`src/rtl/gfx256_fragment.sv`:
```
// Fragment stage: optional clamped texel fetch from a 256-bit texture memory,
// color-key discard, and hand-off of the surviving pixel to the blender.
module gfx256_fragment #(
    parameter int point_width = 16
) (
    input  logic                   clk_i,
    input  logic                   rst_i,
    input  logic                   texture_enable_i,
    input  logic                   colorkey_enable_i,
    input  logic [31:0]            colorkey_i,
    input  logic [1:0]             color_depth_i,
    input  logic [31:0]            tex0_base_i,
    input  logic [point_width-1:0] tex0_size_x_i,
    input  logic [point_width-1:0] tex0_size_y_i,
    input  logic [point_width-1:0] pixel_x_i,
    input  logic [point_width-1:0] pixel_y_i,
    input  logic [point_width-1:0] pixel_z_i,
    input  logic [point_width-1:0] u_i,
    input  logic [point_width-1:0] v_i,
    input  logic [7:0]             a_i,
    input  logic [31:0]            color_i,
    input  logic                   write_i,
    output logic                   ack_o,
    output logic [31:0]            texture_addr_o,
    output logic                   texture_request_o,
    input  logic                   texture_ack_i,
    input  logic [255:0]           texture_data_i,
    input  logic                   wbm_busy_i,
    output logic [point_width-1:0] pixel_x_o,
    output logic [point_width-1:0] pixel_y_o,
    output logic [point_width-1:0] pixel_z_o,
    output logic [7:0]             a_o,
    output logic [31:0]            color_o,
    output logic                   write_o,
    input  logic                   ack_i
);

    localparam logic [2:0] IDLE     = 3'd0;
    localparam logic [2:0] ADDR1    = 3'd1;
    localparam logic [2:0] ADDR2    = 3'd2;
    localparam logic [2:0] TEX_WAIT = 3'd3;
    localparam logic [2:0] WRITE    = 3'd4;

    logic [2:0]             state;
    logic [point_width-1:0] u_q;
    logic [point_width-1:0] v_q;
    logic [point_width-1:0] sx_q;
    logic [point_width-1:0] sy_q;
    logic [31:0]            base_q;
    logic [1:0]             depth_q;
    logic                   cke_q;
    logic [31:0]            key_q;
    logic [31:0]            idx_q;
    logic [4:0]             lane_q;

    logic [point_width-1:0] sx_m1;
    logic [point_width-1:0] sy_m1;
    logic [point_width-1:0] uc;
    logic [point_width-1:0] vc;
    logic [31:0]            idx_n;
    logic [31:0]            boff;
    logic [255:0]           shifted;
    logic [31:0]            texel;
    logic [31:0]            key_m;

    always_comb begin
        sx_m1 = sx_q - 1'b1;
        sy_m1 = sy_q - 1'b1;
        uc    = (u_q > sx_m1) ? sx_m1 : u_q;
        vc    = (v_q > sy_m1) ? sy_m1 : v_q;
        idx_n = 32'(vc) * 32'(sx_q) + 32'(uc);
    end

    // Byte offset scales with bytes per texel; depth 11 behaves as 32bpp.
    always_comb begin
        case (depth_q)
            2'b00:   boff = idx_q;
            2'b01:   boff = {idx_q[30:0], 1'b0};
            default: boff = {idx_q[29:0], 2'b00};
        endcase
    end

    always_comb begin
        shifted = texture_data_i >> {lane_q, 3'b000};
        case (depth_q)
            2'b00: begin
                texel = {24'd0, shifted[7:0]};
                key_m = {24'd0, key_q[7:0]};
            end
            2'b01: begin
                texel = {16'd0, shifted[15:0]};
                key_m = {16'd0, key_q[15:0]};
            end
            default: begin
                texel = shifted[31:0];
                key_m = key_q;
            end
        endcase
    end

    always_ff @(posedge clk_i) begin
        if (rst_i) begin
            state             <= IDLE;
            ack_o             <= 1'b0;
            write_o           <= 1'b0;
            texture_request_o <= 1'b0;
            texture_addr_o    <= '0;
            pixel_x_o         <= '0;
            pixel_y_o         <= '0;
            pixel_z_o         <= '0;
            a_o               <= '0;
            color_o           <= '0;
            u_q               <= '0;
            v_q               <= '0;
            sx_q              <= '0;
            sy_q              <= '0;
            base_q            <= '0;
            depth_q           <= '0;
            cke_q             <= 1'b0;
            key_q             <= '0;
            idx_q             <= '0;
            lane_q            <= '0;
        end else begin
            ack_o   <= 1'b0;
            write_o <= 1'b0;
            case (state)
                IDLE: begin
                    if (write_i) begin
                        pixel_x_o <= pixel_x_i;
                        pixel_y_o <= pixel_y_i;
                        pixel_z_o <= pixel_z_i;
                        a_o       <= a_i;
                        u_q       <= u_i;
                        v_q       <= v_i;
                        sx_q      <= tex0_size_x_i;
                        sy_q      <= tex0_size_y_i;
                        base_q    <= tex0_base_i;
                        depth_q   <= color_depth_i;
                        cke_q     <= colorkey_enable_i;
                        key_q     <= colorkey_i;
                        if (texture_enable_i) begin
                            state <= ADDR1;
                        end else begin
                            color_o <= color_i;
                            write_o <= 1'b1;
                            state   <= WRITE;
                        end
                    end
                end
                ADDR1: begin
                    idx_q <= idx_n;
                    state <= ADDR2;
                end
                ADDR2: begin
                    texture_addr_o <= base_q + {boff[31:5], 5'b00000};
                    lane_q         <= boff[4:0];
                    state          <= TEX_WAIT;
                end
                TEX_WAIT: begin
                    // Busy only gates raising the request, never withdraws it.
                    if (!texture_request_o) begin
                        if (!wbm_busy_i) texture_request_o <= 1'b1;
                    end else if (texture_ack_i) begin
                        texture_request_o <= 1'b0;
                        if (cke_q && texel == key_m) begin
                            ack_o <= 1'b1;
                            state <= IDLE;
                        end else begin
                            color_o <= texel;
                            write_o <= 1'b1;
                            state   <= WRITE;
                        end
                    end
                end
                WRITE: begin
                    if (ack_i) begin
                        ack_o <= 1'b1;
                        state <= IDLE;
                    end
                end
                default: state <= IDLE;
            endcase
        end
    end

endmodule

```
`config.mk`:
```
export PLATFORM = sky130hd
export DESIGN_NAME = gfx256_fragment
export DESIGN_NICKNAME = d
export VERILOG_FILES = /design/src/rtl/gfx256_fragment.sv
export SDC_FILE = /design/constraint.sdc
export NUM_CORES = 2
export LEC_CHECK = 0
export BUFFER_PORTS_ARGS = -buffer_cell sky130_fd_sc_hd__buf_2
export CAP_MARGIN = 10
export CORE_AREA = 4 4 249 251
export DETAILED_ROUTE_END_ITERATION = 10
export DIE_AREA = 0 0 253 255
export PLACE_DENSITY = 0.76
export SLEW_MARGIN = 20
export SYNTH_ARGS = -nofsm -noshare
export SYNTH_HDL_FRONTEND = slang
export SYNTH_SLANG_ARGS = --single-unit
```
`constraint.sdc`:
```
create_clock -name clk_i -period 13.9 [get_ports clk_i]
set_input_delay 2.78 -clock clk_i [delete_from_list [all_inputs] [get_ports clk_i]]
set_output_delay 2.78 -clock clk_i [all_outputs]
set_load 0.005 [all_outputs]
```
After elaboration in Yosys (flattened, before gate mapping)

Cells that the tools add are included.

Bits of input ports: 482
Output and inout port bits: 123
Flip-flop bits (word level): 294

Equality and inequality tests: 12
$add $sub $neg: 4
Multipliers: 1
Shift operators: 1
Order comparisons: 2
Muxes and demuxes: 32
Reduce and logical (&&, ||, !) cells: 7

Operators by type and width:

| operator              | number |
|---|---|
| $pmux 32 s2           | 4 |
| $shr 256x8->32        | 1 |
| $mux 32               | 5 |
| $add 32x16->32        | 1 |
| $add 32x32->32        | 1 |
| $eq 32x32->1          | 1 |
| $gt 16x16->1          | 2 |
| $mul 16x16->32        | 1 |
| $mux 16               | 2 |
| $sub 16x1->16 const B | 2 |
| $mux 3                | 6 |
| $pmux 3 s5            | 1 |
| $mux 1                | 12 |
| $ne 2x2->1 const B    | 6 |
| $eq 3x2->1 const B    | 2 |
| $reduce_and 6->1      | 1 |
| $pmux 1 s2            | 2 |
| $reduce_and 4->1      | 1 |
| $eq 3x1->1 const B    | 1 |
| $eq 3x3->1 const B    | 1 |
| $logic_not 3->1       | 1 |
| $eq 2x1->1 const B    | 1 |
| $logic_not 2->1       | 1 |
| $reduce_and 2->1      | 1 |
| other kinds (2)       | 2 |

Longest topological paths before layout

Depth in word-level cells: 8
Gate-level depth with buffers: 40
Mapped depth without buffers: 38

Least setup slack after synthesis

OpenSTA, ideal clock, no wires.

Path kind: reg-to-reg
Start point: reg sy_q[0]
End point: reg idx_q[30]
Arrival time: 9527 ps
Path slack: 4253 ps
Clock period less this slack: 9647 ps
Stages on the path, launching flop included: 38
Setup time: 120 ps
Cells stage by stage: dfxtp_1 inv_1 ha_1 nand2_1 or3_1 or3_1 nand2b_1 nor4_1 xnor2_1 ha_1 nand4_1 nor2_1 o21ai_0 a22oi_1 clkbuf_1 mux2i_1 clkbuf_1 nand2_1 (+2 left out) fa_1 inv_1 fa_1 fa_1 inv_1 fa_1 inv_1 ha_1 a21oi_1 nand2b_1 or3_1 nor3_1 o21ai_0 a221oi_1 o21ai_0 a31oi_1 or4_1 nand3_1

Cells in the longest elaborated chain, start to end: 5

RTL lines:

| what                   | line | source |
|---|---|---|
| from (decl)            | 48   | `logic [point_width-1:0] sy_q;` |
| from (signal assigned) | 136  | `sy_q <= tex0_size_y_i;` |
| $sub 16x1->16 (*)      | 68   | `sy_m1 = sy_q - 1'b1;` |
| $gt 16x16->1           | 70   | `vc = (v_q > sy_m1) ? sy_m1 : v_q;` |
| $mux 16 (*)            | 70   |  |
| $mul 16x16->32 (*)     | 71   | `idx_n = 32'(vc) * 32'(sx_q) + 32'(uc);` |
| $add 32x16->32 (*)     | 71   |  |
| to (signal assigned)   | 151  | `idx_q <= idx_n;` |
| to (decl)              | 53   | `logic [31:0] idx_q;` |

Every way passes the cells marked *; elsewhere a longest branch is shown, timed or not.
A chain may end at the register's enable or synchronous reset.

Worst setup path after layout

Ends and elaborated chain as after synthesis.

==> results.json <==
{
  "cts_root_buf": "clkbuf_16",
  "clkLatencyLatePin_ns": 0.55,
  "final_common_cell": "nand2_1",
  "cp-end-kind": "flop",
  "die_y_um": 255,
  "finalSetupViolCount": 0,
  "post_cts_resized": 0,
  "hold_buffers": 0,
  "yosys.area_share.simple_pct": 17.72,
  "gp_congestion": 1.019,
  "critPathArrivalTime_ns": 10.56,
  "synth.distinct_cells": 87,
  "num_vias": 30357,
  "ios": 605,
  "drive_above_1_share_pct": 22.35,
  "stdcell_count": 4940,
  "groute.usage.overall_pct": 35.16,
  "synthTopCellsByArea": "dfxtp_1 19%, fa_1 13%, mux4_2 9.9%, nand2_1 8.6%, mux2i_1 6.9%",
  "p_int_mw": 2.158,
  "seqPwrFrac_pct": 28.1,
  "place_ws_ns": 3.846,
  "path_common_cell": "fa_1",
  "start_kind": "flop",
  "outcome": "finished, final reports clean",
  "grt_setup_unrepaired": "false",
  "synth_area_mm2": 0.03136,
  "wire_per_inst_um": 23.71,
  "cts_max_level": 2,
  "synth_compound_area_share_pct": 14.24,
  "final_cell_mix": "717 x nand2_1, 603 x buf_2, 320 x inv_1",
  "ys_warn_count": 0,
  "regToRegSetupSlack_ns": 3.77,
  "syn2layout_area_growth_pct": 14.30,
  "cts_tree": "built",
  "grt_overflow": 0,
  "dieArea_mm2": 0.06452,
  "synth_nets": 4535,
  "dp_hpwl_um": 91970,
  "period_share_pct": 72.90,
  "synth_top_area_cell": "dfxtp_1",
  "synth_edf_count": 0,
  "antenna_found_initial": 37,
  "via_per_inst": 6.145,
  "crit_slowest_cell": "fa_1",
  "final_max_slew_viol_count": 0,
  "p_leak_nw": 15.86,
  "die_x_um": 253,
  "grt_pass1_wl_um": 175600,
  "p_per_area_mw_per_mm2": 101.0,
  "ir_drop_mv": 0.09942,
  "drt_wl_total_um": 117100,
  "cts_setup_buffers": 0,
  "hold_viol": 0,
  "cpPeakStageDelay_ns": 0.54,
  "synth_fa_ha_area_share_pct": 20.09,
  "synth-seq-area-share_pct": 18.77,
  "p_switching_mw": 1.463,
  "dpl.cell_count": 4849,
  "cap_violations": 0,
  "postPlaceCellArea_mm2": 0.03456,
  "cts_buffer_depth": 3,
  "setup_tns_ns": 0,
  "core_mm2": 0.05991,
  "fin_crit_ns": 10.13,
  "cts_sinks": 294,
  "numPortBuffers": 604,
  "tightestPinTransition_ns": 1.210,
  "timing.final.ws_setup_ns": 3.767,
  "synth_xor_xnor_area_share_pct": 2.206,
  "cts.clk_slew.worst_paths_ns": 0.06,
  "drc": 0,
  "std_cell_rows": 90,
  "swShare_pct": 40.41,
  "async_flop_share_pct": 0,
  "grt_pass1_vias": 28754,
  "clock.fmax_mhz": 98.68,
  "cp_top_family": "adder cells",
  "hold_class": "flop to flop",
  "synthMuxAreaShare_pct": 19.17,
  "drt-initial-drc-count": 3566,
  "yosys.area.top_type_share_pct": 18.77,
  "clockPowerShare_pct": 26.5,
  "relSlewSlack_pct": 19.34,
  "p_comb_share_pct": 45.4,
  "final_area_mm2": 0.03585,
  "grt_max_degree": 195,
  "postSynthCellCount": 3676,
  "synth-seq-cells": 294,
  "worstPathMaxFanout": 16,
  "avgSynthCellArea_um2": 8.532,
  "crit_buf_inv": 6,
  "skew_ns": 0.03025,
  "crit_required_ns": 14.32,
  "cts_inserted_buffers": 35,
  "start_util_pct": 52.35,
  "final_nets": 4964,
  "worstSetupPathType": "flop to flop",
  "synth_top_family_by_area": "adder cells",
  "postRouteAntennaNets": 0,
  "drt-pass1-iter-count": 6,
  "synth_ff_type": "dfxtp_1"
}
[final timing paths]
check                from         to  depth (start not counted)
setup / recovery  sy_q[0]  idx_q[30]                         37
hold / removal     a_o[4]     a_o[4]                          2
setup reg to reg  sy_q[0]  idx_q[30]                         37
hold reg to reg    a_o[4]     a_o[4]                          2
[through the flow]
stage | power [mW] | hold WS, ns | utilization [%]
detailed placement | 2.644 | 0.4430 | 57.69
global placement | 2.605 | 0.4372 | 57.69
global route | 3.879 | 0.4634 | 59.80
finish | 3.621 | 0.4493 | 59.84
CTS | 3.609 | 0.4492 | 59.67
floorplan | 2.129 | 0.4321 | -
[cell families (layout without fill, tap and decap cells)]
family                     after synthesis  count (layout)
other                                    0              29
adders and majority gates              377             377
and+or+nand+nor                       1212            1212
buffers and inverters                  580            1033
xor gates and xnor gates                79              79
AOI/OAI and AO/OA                      714             714
muxes                                  420             420
DFF                                    294             294
[tightest hold or removal path: stages (launching register included)]
cell	delay [ns]
dfxtp_1	0.30
nand2_1	0.05
a21oi_1	0.05
[synth_stat cells (92+ instances only)]
| cell | n |
|---|---|
| nand2_1 | 717 |
| inv_1 | 320 |
| a21oi_1 | 298 |
| dfxtp_1 | 294 |
| mux2i_1 | 217 |
| fa_1 | 211 |
| clkbuf_1 | 168 |
| ha_1 | 166 |
| mux4_2 | 138 |
| and2_1 | 128 |
| nor2_1 | 95 |
| o21ai_0 | 92 |
[power groups by stage]
stage	clock network, mW	registers (mW)	logic, mW
finish	0.961	1.02	1.64
global route	1.01	1.02	1.85
CTS	0.970	1.01	1.62
detailed placement	0	1.03	1.61
global placement	0	1.03	1.57
floorplan	0	0.987	1.14
[flip-flops by register name, summed over array words and instances (netlist names), 32 cells and up]
| register | flops |
|---|---|
| base_q | 32 |
| key_q | 32 |
| idx_q | 32 |
| texture_addr_o | 32 |
| color_o | 32 |
[area by class of cell]
class / instances / area (um2)
Timing Repair Buffer: 650 / 3436
Inverter: 322 / 1209
Tap cell: 782 / 978.4
Antenna cell: 29 / 72.57
Clock inverter: 14 / 195.2
Clock buffer: 47 / 992.2
Multi-Input combinational cell: 2802 / 23070
Sequential cell: 294 / 5901
Fill cell: 5432 / 24060
[metal layers]
metal | vias up | wire (um) | track usage (%)
li1 | 13617 | - | -
met1 | 14598 | 48120 | 48.19
met2 | 1797 | 49470 | 52.86
met3 | 325 | 13500 | 9.694
met4 | 20 | 5891 | 14.67
met5 | - | 150 | 0
(Power assumes the default switching activity.)
